`src/rtl/portal_axi_pkg.sv`:
```
// Shared types for the portal AXI beat scheduler: FSM states, the round-robin
// priority and the per-channel holding-register layout.
package portal_axi_pkg;

  localparam int unsigned REQ_ADDR_W = 5;
  localparam int unsigned REQ_ID_W   = 6;
  localparam int unsigned REQ_LEN_W  = 4;
  localparam int unsigned BEAT_BYTES = 4;

  typedef enum logic [1:0] {
    IDLE,
    READ,
    WRITE
  } sched_state_t;

  typedef enum logic {
    PRIO_READ,
    PRIO_WRITE
  } prio_t;

  // count holds beats still to issue (len+1 at load), so it needs LEN_W+1 bits
  typedef struct packed {
    logic [REQ_ADDR_W-1:0] addr;
    logic [REQ_ID_W-1:0]   id;
    logic [REQ_LEN_W:0]    count;
  } req_t;

endpackage

```
`src/rtl/portal_burst_seq.sv`:
```
// One channel's pending-request holding register with per-beat address/count
// advance; the scheduler instantiates one for AR and one for AW.
module portal_burst_seq
  import portal_axi_pkg::*;
(
  input  logic                  CLK,
  input  logic                  nRST,
  input  logic                  load,
  input  logic [REQ_ADDR_W-1:0] ld_addr,
  input  logic [REQ_ID_W-1:0]   ld_id,
  input  logic [REQ_LEN_W-1:0]  ld_len,
  input  logic                  fire,
  input  logic                  clear,
  output logic                  full,
  output logic [REQ_ADDR_W-1:0] req_addr,
  output logic [REQ_ID_W-1:0]   req_id,
  output logic                  last
);

  localparam logic [REQ_LEN_W:0] COUNT_ONE = (REQ_LEN_W+1)'(1);

  req_t req;

  // load only happens while empty and fire only while granted (full), so the
  // two never coincide; clear lands on the final fire
  always_ff @(posedge CLK) begin
    if (!nRST) begin
      full <= 1'b0;
      req  <= '0;
    end else begin
      if (load) begin
        full      <= 1'b1;
        req.addr  <= ld_addr;
        req.id    <= ld_id;
        req.count <= {1'b0, ld_len} + COUNT_ONE;
      end else if (fire) begin
        req.addr  <= req.addr + REQ_ADDR_W'(BEAT_BYTES);
        req.count <= req.count - COUNT_ONE;
      end
      if (clear) begin
        full <= 1'b0;
      end
    end
  end

  assign req_addr = req.addr;
  assign req_id   = req.id;
  assign last     = (req.count == COUNT_ONE);

endmodule

```
`src/rtl/portal_beat_scheduler.sv`:
```
// Round-robin AR/AW arbiter expanding bursts into single register-port beats.
// Optional w_last consistency check: PORTAL_BEAT_SCHED_WLAST_CHECK_EN.
module portal_beat_scheduler
  import portal_axi_pkg::*;
#(
  parameter int unsigned ADDR_W = REQ_ADDR_W,
  parameter int unsigned ID_W   = REQ_ID_W,
  parameter int unsigned LEN_W  = REQ_LEN_W,
  parameter int unsigned DATA_W = 32
) (
  input  logic              CLK,
  input  logic              nRST,
  input  logic              ar_enq__ENA,
  output logic              ar_enq__RDY,
  input  logic [ADDR_W-1:0] ar_addr,
  input  logic [ID_W-1:0]   ar_id,
  input  logic [LEN_W-1:0]  ar_len,
  input  logic              aw_enq__ENA,
  output logic              aw_enq__RDY,
  input  logic [ADDR_W-1:0] aw_addr,
  input  logic [ID_W-1:0]   aw_id,
  input  logic [LEN_W-1:0]  aw_len,
  input  logic              w_enq__ENA,
  output logic              w_enq__RDY,
  input  logic [DATA_W-1:0] w_data,
  input  logic              w_last,
  output logic              acc__ENA,
  input  logic              acc__RDY,
  output logic              acc_write,
  output logic [ADDR_W-1:0] acc_addr,
  output logic [ID_W-1:0]   acc_id,
  output logic              acc_last,
  output logic [DATA_W-1:0] acc_data,
  output logic              err_wlast
);

  sched_state_t state, state_nx;
  prio_t        prio, prio_nx;

  logic              ar_full, aw_full, ar_last, aw_last;
  logic              ar_fire, aw_fire, ar_clear, aw_clear;
  logic [ADDR_W-1:0] ar_cur_addr, aw_cur_addr;
  logic [ID_W-1:0]   ar_cur_id, aw_cur_id;

  assign ar_enq__RDY = !ar_full;
  assign aw_enq__RDY = !aw_full;

  portal_burst_seq u_ar_seq (
    .CLK      (CLK),
    .nRST     (nRST),
    .load     (ar_enq__ENA & !ar_full),
    .ld_addr  (ar_addr),
    .ld_id    (ar_id),
    .ld_len   (ar_len),
    .fire     (ar_fire),
    .clear    (ar_clear),
    .full     (ar_full),
    .req_addr (ar_cur_addr),
    .req_id   (ar_cur_id),
    .last     (ar_last)
  );

  portal_burst_seq u_aw_seq (
    .CLK      (CLK),
    .nRST     (nRST),
    .load     (aw_enq__ENA & !aw_full),
    .ld_addr  (aw_addr),
    .ld_id    (aw_id),
    .ld_len   (aw_len),
    .fire     (aw_fire),
    .clear    (aw_clear),
    .full     (aw_full),
    .req_addr (aw_cur_addr),
    .req_id   (aw_cur_id),
    .last     (aw_last)
  );

  always_ff @(posedge CLK) begin
    if (!nRST) begin
      state <= IDLE;
      prio  <= PRIO_READ;
    end else begin
      state <= state_nx;
      prio  <= prio_nx;
    end
  end

  always_comb begin
    state_nx   = state;
    prio_nx    = prio;
    acc__ENA   = 1'b0;
    acc_write  = 1'b0;
    w_enq__RDY = 1'b0;
    ar_fire    = 1'b0;
    aw_fire    = 1'b0;
    ar_clear   = 1'b0;
    aw_clear   = 1'b0;
    case (state)
      IDLE: begin
        if (ar_full && (!aw_full || prio == PRIO_READ)) begin
          state_nx = READ;
        end else if (aw_full) begin
          state_nx = WRITE;
        end
      end
      READ: begin
        acc__ENA = 1'b1;
        ar_fire  = acc__RDY;
        if (ar_fire && ar_last) begin
          ar_clear = 1'b1;
          state_nx = IDLE;
          prio_nx  = PRIO_WRITE;
        end
      end
      WRITE: begin
        // a write beat exists only while W data is presented alongside it
        acc__ENA   = w_enq__ENA;
        acc_write  = 1'b1;
        w_enq__RDY = acc__RDY;
        aw_fire    = w_enq__ENA & acc__RDY;
        if (aw_fire && aw_last) begin
          aw_clear = 1'b1;
          state_nx = IDLE;
          prio_nx  = PRIO_READ;
        end
      end
      default: state_nx = IDLE;
    endcase
  end

  assign acc_addr = (state == WRITE) ? aw_cur_addr : ar_cur_addr;
  assign acc_id   = (state == WRITE) ? aw_cur_id   : ar_cur_id;
  assign acc_last = ((state == READ) && ar_last) || ((state == WRITE) && aw_last);
  assign acc_data = (state == WRITE) ? w_data : '0;

`ifdef PORTAL_BEAT_SCHED_WLAST_CHECK_EN
  always_ff @(posedge CLK) begin
    if (!nRST) begin
      err_wlast <= 1'b0;
    end else if (aw_fire && (w_last != aw_last)) begin
      err_wlast <= 1'b1;
    end
  end
`else
  logic unused_w_last;
  assign unused_w_last = w_last;
  assign err_wlast     = 1'b0;
`endif

endmodule

```
`config.mk`:
```
export PLATFORM = sky130hd
export DESIGN_NAME = portal_beat_scheduler
export DESIGN_NICKNAME = d
export VERILOG_FILES = /design/src/rtl/portal_axi_pkg.sv /design/src/rtl/portal_burst_seq.sv /design/src/rtl/portal_beat_scheduler.sv
export SDC_FILE = /design/constraint.sdc
export NUM_CORES = 1
export LEC_CHECK = 0
export BUFFER_PORTS_ARGS = -buffer_cell sky130_fd_sc_hd__buf_2
export CORE_ASPECT_RATIO = 0.9
export CORE_MARGIN = 2
export CORE_UTILIZATION = 45
export CTS_BUF_LIST = sky130_fd_sc_hd__clkbuf_16
export DETAILED_ROUTE_END_ITERATION = 8
export PLACE_DENSITY = 0.8
export SYNTH_ARGS = -nofsm -noshare
export SYNTH_HDL_FRONTEND = slang
export SYNTH_SLANG_ARGS = --single-unit
```
`constraint.sdc`:
```
create_clock -name CLK -period 2.2 [get_ports CLK]
set_clock_uncertainty 0.05 [all_clocks]
set_input_delay 0 -clock CLK [delete_from_list [all_inputs] [get_ports CLK]]
set_output_delay 0 -clock CLK [all_outputs]
set_load 0.005 [all_outputs]
```
* Yosys cells after proc, flatten, opt, wreduce, memory -nomap -nowiden
Cells that the tools add are included.
Word-level totals: word-level logic and storage cells 73, register bits 37, input bits 69, output and inout port bits 50
Cells by class: bitwise gates (word level) 5, reductions and logical operators 17, equality and inequality tests 7, add/subtract/negate cells 6, multiplexer cells 28
Operator list (number):
- two-way mux 5 bit | 9
- two-way mux 32 bit | 1
- adder 4 x 1 -> 5 bit, second input constant | 2
- adder 5 x 3 -> 5 bit, second input constant | 2
- == test 5 x 1 -> 1 bit, second input constant | 2
- two-way mux 1 bit | 10
- subtractor 5 x 1 -> 5 bit, second input constant | 2
- two-way mux 2 bit | 4
- two-way mux 6 bit | 1
- one-hot mux 2 bit (3 select lines) | 1
- AND reduction 3 bit | 2
- nonzero test 2 bit | 3
- logical AND 1 bit | 5
- inequality test 2 bit, second input constant | 2
- one-hot mux 1 bit (2 select lines) | 2
- OR reduction 2 bit | 2
- AND 1 bit | 3
- inequality test 3 x 2 -> 1 bit, second input constant | 1
- == test 2 x 1 -> 1 bit, second input constant | 1
- == test 2 bit, second input constant | 1
- logical NOT 1 bit | 2
- logical NOT 2 bit | 1
- logical OR 1 bit | 2
- inverter 1 bit | 2

* Logic depth before layout (Yosys ltp)
depth in word-level cells 5, depth in mapped cells 7

* Cells and area by module
From an unflattened synthesis, not the netlist that was laid out.
Unflattened totals: cells, all modules 279, area, all modules 2558.7 um2
By module, submodules not included:
- portal_burst_seq | cells an instance 96, times used 2, area an instance 950.9 um2
- portal_beat_scheduler | cells an instance 87, times used 1, area an instance 656.9 um2

* Least setup slack after synthesis
No wires, ideal clock.
path kind reg-to-reg, from reg state[1], to reg u_ar_seq.req[4] in the netlist's numbering, data arrival time 1.334 ns, slack 0.682 ns, cell stages (with the launch flop) 8, setup time 0.133 ns, cell sequence dfxtp_1 > inv_1 > ha_1 > buf_2 > nand2_2 > nor4b_1 > xnor2_1 > o22ai_1
On the way: word-level cells in the longest chain between the ends 3
RTL lines:
- start: declaration | RTL line portal_beat_scheduler.sv:37 | sched_state_t state, state_nx;
- start signal: assignment | RTL line portal_beat_scheduler.sv:83 | state <= state_nx;
- == test 2 x 1 -> 1 bit | RTL line portal_beat_scheduler.sv:98 | case (state)
- two-way mux 1 bit | RTL line portal_beat_scheduler.sv:98
- nonzero test 2 bit (no line)
- end: declaration | RTL line portal_burst_seq.sv:22 | req_t req;
No other way between the ends. A chain may end at the register's enable or synchronous reset.

* Worst setup path in the final report
from reg state[0], to reg state[1]
On the way: word-level cells in the longest chain between the ends 3
RTL lines (RTL line):
- == test 2 bit, or another cell as far along | portal_beat_scheduler.sv:98
- inequality test 2 bit (no line) or inequality test 3 x 2 -> 1 bit (tied branches)
- AND reduction 3 bit (no line)
Several ways; a longest one is shown, not always the timed one.

==> results.cfg <==
[sta]
period_share = 0.845
postLayoutSetupSlackWorst_ns = 0.340
finalSetupViolCount = 0
layout_min_cycle_time_ns = 1.86
worstMarginPinSlew_ns = 0.637
max_clock_freq_mhz = 538
drv_slew = 0
max-slew-margin-rel = 0.574
rsz0062_at_grt = false
setup_tns_ns = 0
finalHoldViolations = 0

[detailed_routing]
antenna_left = 0
drc = 0
routed_wl_um = 6310
viasPerCell = 4.94
wire_per_inst_um = 13.4
vias = 2326
drtIter0Drc = 74
drt_first_pass_iters = 4

[critical_path]
max_stage_delay_ns = 0.37
path_buf_inv = 3
critPathMaxFanout = 40
critPathTopFamily = compound AO/OA/AOI/OAI gates
crit_arrival_ns = 1.98
crit_type = reg2reg
cpMaxStageDelayCell = a31oi_1
critical_path.cell_chain = inv_1 -> ha_1 -> buf_4 -> inv_1 -> a31oi_1 -> nor3_1 -> o211a_1
cp_common_cell = inv_1
end_kind = flip-flop
cp.required_ns = 2.32
start_kind = flip-flop

[grt]
grt_max_degree = 41
grt.total_usage = 0.230
grt_pass1_vias = 2239
grt_pass1_wl_um = 10100
grt_overflow = 0
antenna_found_initial = 0

[finish]
nNetsFinal = 485
drive_above_1_share = 0.357
area_growth_pct = 48.9
antennaDiodeCount = 0
stdcell_count = 471

[clocking]
cts_made_buffers = 5
clockRootBuffer = clkbuf_16
cts_tree = built
clkSinkCount = 37
worstSkewPairLatency_ns = 0.28
cts_max_path_buffers = 2
path_clk_slew_ns = 0.06
cts_resized = 0
cts_max_level = 2

[placed_design]
place_ws_ns = 0.330
dpl.hpwl_um = 4330
placed_cells = 435
gp_congestion = 0.791
portBuffers = 116

[synthesis]
synth_edf_count = 0
async_reset_ff_frac = 0
syn-num-nets = 347
synth.top_cell.area_share = 0.331
yosys.area.top_type = dfxtp_1
yosysSeqAreaShare = 0.331
yosysUniqueCellTypes = 40
synthFlopType = dfxtp_1
yosys-top-cells-area = dfxtp_1 (33%), and2_1 (9.2%), nand2_1 (9.2%)
syn_inst = 267
netlist_area_sq_um = 2240
ys_seq_elements = 37
avgSynthCellArea_sq_um = 8.38
ys_warn_count = 0

[die]
die_w_um = 78.3
rows = 24
pin_count = 119
fp.coreArea_sq_um = 4800
start_util = 0.466
die_area_sq_um = 5560
die_h_um = 70.9

[power]
max-vdd-ir-drop_v = 0.000468
p_per_area_nw_per_um2 = 681
p_leak_nw = 1.70

[run]
drv_cap = 0

[min_path]
hp-class = in2reg

[outcome]
outcome = finished clean
-- worst reg2reg max path, cell delays in order, from the launching register on --
cell and delay [ns]:
dfxtp_1 0.33, inv_1 0.09, ha_1 0.19, buf_4 0.34, inv_1 0.08, a31oi_1 0.37, nor3_1 0.09, o211a_1 0.22
-- state kept, by name, indices dropped and copies added (netlist names), 2 cells and up --
signal and flops:
u_aw_seq.req_id 6, u_ar_seq.req 5, u_aw_seq.req_addr 5, u_ar_seq.req_id 6, state 2, u_ar_seq.req_addr 5, u_aw_seq.req 5
-- through the flow --
stage	power [mW]	area (sq um)	hold WS [ns]	util
after floorplan	1.10	2240	0.0659	-
after global placement	1.29	2860	0.191	0.595
after detailed placement	1.31	2860	0.200	0.595
after CTS	2.29	3330	0.000850	0.693
after global routing	2.39	3330	0.0203	0.693
final	2.27	3330	0.00979	0.693
-- final timing paths --
| check | slack, ns | cells after the start | end | start |
|---|---|---|---|---|
| max | 0.34 | 7 | state[1]$_SDFFE_PN0P_ | state[0]$_SDFFE_PN0P_ |
| min reg2reg | 0.41 | 2 | u_ar_seq.req_addr[0]$_SDFFE_PN0P_ | u_ar_seq.req_addr[0]$_SDFFE_PN0P_ |
| max reg2reg | 0.34 | 7 | state[1]$_SDFFE_PN0P_ | state[0]$_SDFFE_PN0P_ |
| min | 0.01 | 3 | u_ar_seq.full$_SDFFE_PP0P_ | ar_enq__ENA |
-- layout make-up --
| cell class | instances | area [sq um] |
|---|---|---|
| fill | 395 | 1470 |
| multi-input combinational | 202 | 1380 |
| timing repair buffer | 149 | 898 |
| sequential | 37 | 741 |
| clock buffer | 5 | 125 |
| tap | 65 | 81.3 |
| clock inverter | 3 | 68.8 |
| inverter | 10 | 37.5 |
-- timing repair --
action,in CTS,in global routing
endpoints found under the hold margin,26,0
buffers inserted,0,0
hold buffers,28,0
-- synthesized netlist by cell type, drive strengths merged, types with 3 or more instances --
library cell,count
nand2,56
dfxtp,37
and2,33
a21boi,18
clkbuf,11
ha,11
mux2,11
o211a,11
inv,10
xor2,9
buf,7
nand3,7
xnor2,7
a21oi,6
nor2b,4
o21ai,4
nor4b,3
-- per-layer routing --
layer | vias to the layer above | wire, um | track usage
li1 | 1178 | - | -
met5 | - | 0 | 0
met1 | 1046 | 2480 | 0.237
met4 | 0 | 75 | 0.0721
met2 | 92 | 3280 | 0.441
met3 | 10 | 472 | 0.0740
-- cell families after synthesis --
| group | after synthesis | synth area share |
|---|---|---|
| AND/OR/NAND/NOR | 112 | 0.259 |
| AO/OA/AOI/OAI | 50 | 0.172 |
| flip-flops | 37 | 0.331 |
| buffers and inverters | 28 | 0.0525 |
| XOR/XNOR | 16 | 0.0626 |
| multiplexers | 12 | 0.0598 |
| adder cells (fa/ha/maj) | 11 | 0.0615 |
| other | 1 | 0.00168 |
-- where the power goes --
group          internal (mW)  switching (mW)
combinational          0.293           0.264
sequential             0.729          0.0466
clock                  0.653           0.283
-- layout by cell type, fill, tap and decap left out, drive strengths merged --
cell type	netlist	routed
a21oi	6	6
xnor2	7	7
nor4	1	1
buf	7	121
o41ai	1	1
a31oi	2	2
and2	33	33
nand2	56	56
or4b	1	1
o211ai	1	1
clkbuf	11	5
mux2i	1	1
o22ai	2	2
nand3	7	7
a22o	1	1
o211a	11	11
dlygate4sd3	0	28
conb	1	1
a211o	1	1
dfxtp	37	37
xor2	9	9
inv	10	11
nor2	2	2
nand4	2	2
nor2b	4	4
ha	11	11
and3	1	1
o21ai	4	4
a21boi	18	18
bufinv	0	2
nor4b	3	3
mux2	11	11
o311ai	2	2
a311oi	1	1
nor3	2	2
No activity file was read; power rests on OpenSTA's default activity.
